===== config.mk =====
export PLATFORM = sky130hd
export DESIGN_NAME = register_ce
export DESIGN_NICKNAME = d
export VERILOG_FILES = /design/src/rtl/register_ce_pkg.sv /design/src/rtl/register_ce.sv
export SDC_FILE = /design/constraint.sdc
export NUM_CORES = 1
export LEC_CHECK = 0
export ABC_AREA = 1
export BUFFER_PORTS_ARGS = -buffer_cell sky130_fd_sc_hd__buf_2
export CAP_MARGIN = 20
export CORE_UTILIZATION = 46
export DETAILED_ROUTE_END_ITERATION = 7
export PLACE_DENSITY = 0.8
export SYNTH_ARGS = -nofsm -noshare
export SYNTH_HDL_FRONTEND = slang
export SYNTH_SLANG_ARGS = --single-unit

===== constraint.sdc =====
create_clock -name clk -period 1.1 [get_ports clk]
set_input_delay 0.22 -clock clk [delete_from_list [all_inputs] [get_ports clk]]
set_output_delay 0.22 -clock clk [all_outputs]
set_load 0.02 [all_outputs]

===== src/rtl/register_ce_pkg.sv =====
// Shared constants for the clock-enabled holding register.
package register_ce_pkg;

    // Default data width used when an instance does not override NBITS.
    localparam int REGISTER_CE_DEFAULT_NBITS = 16;

endpackage : register_ce_pkg


===== src/rtl/register_ce.sv =====
// Parameterised data register with clock enable, synchronous active-low
// reset and a one-cycle "updated" strobe following every load.
module register_ce
    import register_ce_pkg::*;
#(
    parameter int                NBITS       = REGISTER_CE_DEFAULT_NBITS,
    parameter logic [NBITS-1:0]  RESET_VALUE = '0
) (
    input  logic             clk,
    input  logic             resetn,
    input  logic             ce,
    input  logic [NBITS-1:0] din,
    output logic [NBITS-1:0] dout,
    output logic             updated
);

    logic [NBITS-1:0] dout_reg;
    logic             updated_reg;

    // Data register and load strobe: reset wins, otherwise capture on ce and
    // leave the data flop untouched (not rewritten) while ce is low.
    always_ff @(posedge clk) begin
        if (!resetn) begin
            dout_reg    <= RESET_VALUE;
            updated_reg <= 1'b0;
        end else begin
            updated_reg <= ce;
            if (ce) begin
                dout_reg <= din;
            end
        end
    end

    assign dout    = dout_reg;
    assign updated = updated_reg;

endmodule : register_ce


# Word level (Yosys, flattened, before mapping)
# Cells that the tools add are included.
# totals
output_inout_bits,17
register_bits,17
inputBits,19

# Depth between registers and ports, before layout
# logic_depth
word_depth,0
mapped_depth,5
ltp_nobuf,4

# Worst setup path before layout
# OpenSTA, ideal clock, no wires.
# synth_timing
path_type,in2reg
startpoint,input port ce
endpoint,register dout_reg[10] (netlist: dout[10])
t_required_ns,0.987
setup_ns,0.113
t_arrival_ns,0.612
path_buffers,2
cell_stages,4
slack_ns,0.375
path_cell_list,buf_6 > clkbuf_8 > nor2_1 > nor2_1
# synth_rtl
item,line_no,rtl
start: declaration,register_ce.sv:11,"input logic ce,"
end signal: assignment,register_ce.sv:29,dout_reg <= din;
end: declaration,register_ce.sv:17,logic [NBITS-1:0] dout_reg;

# Worst setup path in the final report
# layout_timing
startpoint,register dout_reg[5] (netlist: dout[5])
endpoint,output port dout[5]
# layout_rtl
item,line_no,rtl
end: declaration,register_ce.sv:13,"output logic [NBITS-1:0] dout,"
# No word-level cell between the ends.

==> metrics.yaml <==
status:
  status: "complete, no violations"
power_and_ir_drop:
  vdd_drop_max_mv: 0.823
  power.switching_uw: 346
  power.total_uw: 1240
  total_leakage_power_uw: 0.000563
  cellPowerDensity_nw_per_um2: 1390
  p_int_uw: 891
  seq_power_share_pct: 54.7
  p_clk_share_pct: 26.5
  combPwrFrac_pct: 18.7
  swShare_pct: 28.0
timing:
  worst_slew_pin_slew_ns: 0.279
  finalCritPeriodShare_pct: 93.8
  slew_headroom_pct: 81.4
  setup_viol: 0
  timing.fmax_mhz: 969
  rsz0062_at_grt: "no"
  slew_viol_final: 0
  tns_ns: 0
  hold_viol: 0
  clock-skew-final_ns: 0
  min_period_ns: 1.03
critical_path:
  startpoint_type: "register"
  regToRegEndpoint: "dout[13]"
  cp.arrival_ns: 0.81
  rrSetupSlack_ns: 0.52
  critical_path_class: "reg2out"
  cp_top_family: "flip-flops"
  crit_chain: "buf_2"
  worstSetupEndpointType: "output pin"
  cpPeakStageDelay_ns: 0.36
  slowest_stage: "dfxtp_1"
  crit_required_ns: 0.88
  worst-path-stages: 1
  r2r_start: "dout[13]"
  reg2reg_depth: 2
  critPathBufInv: 1
  path_max_fanout: 2
die:
  initial_core_util_pct: 52.2
  fp.coreArea_um2: 1380
  die_h_um: 41.6
  num_rows: 13
  pin_count: 36
  die_x_um: 41.6
  dieArea_um2: 1730
finish:
  fill_cells: 135
  n_antenna_cell: 0
  fin_nets: 159
  syn_to_final_growth_pct: 23.1
  largest_register_ffs: 16
  layout-drive-gt1-share_pct: 28.1
worst_hold_path:
  hold_path_depth: 5
  hold_start: "din[11]"
  holdPathEnd: "dout[11]"
  hp-class: "in2reg"
logic_synthesis:
  synth_fp_nets: 124
  yosysUniqueCellTypes: 8
  synthSimpleGateAreaFrac_pct: 33.8
  yosysSeqAreaShare_pct: 47.1
  ys_ff_latch: 17
  yosys_warnings: 0
  synthMuxAreaShare_pct: 0
  netlist_area_um2: 722
  synthXorXnorAreaFrac_pct: 0
  synth_top_family_by_area: "simple AND/OR/NAND/NOR gates"
  syn_avg_cell_area_um2: 6.88
  syn-instance-count: 105
  synth_compound_area_share_pct: 0
  synth_fa_ha_area_share_pct: 0
cts:
  clk_path_buf_depth: 2
  path_clk_slew_ns: 0.10
  cts_buffers: 3
  cts_repair_resize_count: 0
  clk_latency_ns: 0.28
  clock-sinks: 17
  cts-root-buf: "clkbuf_4"
  h-tree-depth: 1
  tritoncts: "done"
  post_cts_buffers: 0
  hold_buffers: 0
global_route:
  first_global_vias: 468
  grt.total_usage_pct: 14.7
  antenna_found_initial: 0
  grt_overflow_total: 0
  grt_max_degree: 34
  grt_pass1_wl_mm: 1.95
routing:
  vias: 653
  drt_iter0_drc: 12
  via_per_inst: 4.24
  firstDrtPassIters: 4
  wl_mm: 1.29
  detail-route-antenna-nets: 0
  detail_route.drc_violations: 0
  wl_per_cell_um: 8.37
job:
  cap_viol_max_count: 0
placed_design:
  io_buffers: 35
  place_congestion: 0.708
  hpwl_um: 914
[metal layers]
layer  GRT usage, %  vias to the layer above  routed length, um
met5              0                        -                  0
met4           7.74                        0                 15
met2           21.9                       23                579
li1               -                      362                  -
met1           18.5                      266                612
met3           5.22                        2                 82
[kinds of logic (layout without fill, tap and decap cells)]
group / count (synthesis) / after routing
buffers and inverters: 23 / 57
flip-flops: 17 / 17
AND/OR/NAND/NOR: 65 / 65
[power groups by stage]
stage	logic, uW	registers (uW)	clock network (uW)
after detailed placement	233	691	0
final	232	677	328
after CTS	234	677	339
after global routing	257	682	368
after floorplan	114	744	0
after global placement	229	690	0
[cell usage after synthesis]
cell type   n  area [um2]
clkbuf_8    1        13.8
buf_4       1        7.51
buf_6       2        22.5
dfxtp_1    17         340
nor2_1     32         120
buf_8       2        30.0
nand2_1    33         124
inv_1      17        63.8
[layout by cell type (no fill, tap or decap), drive strengths merged]
cell type  count
nor2          32
nand2         33
dfxtp         17
inv           17
clkbuf         4
buf           36
[how the worst max path moves through the flow]
| stage | startpoint | end |
|---|---|---|
| finish | dout[5] | dout[5] |
| global route | dout[5] | dout[5] |
| CTS | dout[0] | dout[0] |
| detailed placement | ce | dout[0] |
| global placement | ce | dout[1] |
| floorplan | ce | dout[10] |
[layout make-up]
type	instances	area (um2)	area share, %
timing repair buffer	36	195	22.0
sequential	17	340	38.3
inverter	17	63.8	7.18
multi-input combinational	65	244	27.5
clock buffer	4	26.3	2.96
tap	15	18.8	2.11
[metrics by stage]
step	hold slack [ns]	std cells	area (um2)	setup WS [ns]	util (%)
5_1_grt	0.224	154	888	0.0254	64.3
3_5_place_dp	0.460	150	862	0.324	62.4
2_1_floorplan	0.408	105	722	0.375	-
6_report	0.210	154	888	0.0683	64.3
4_1_cts	0.206	154	888	0.0675	64.3
3_3_place_gp	0.452	150	862	0.344	62.4
(Power assumes the default switching activity.)
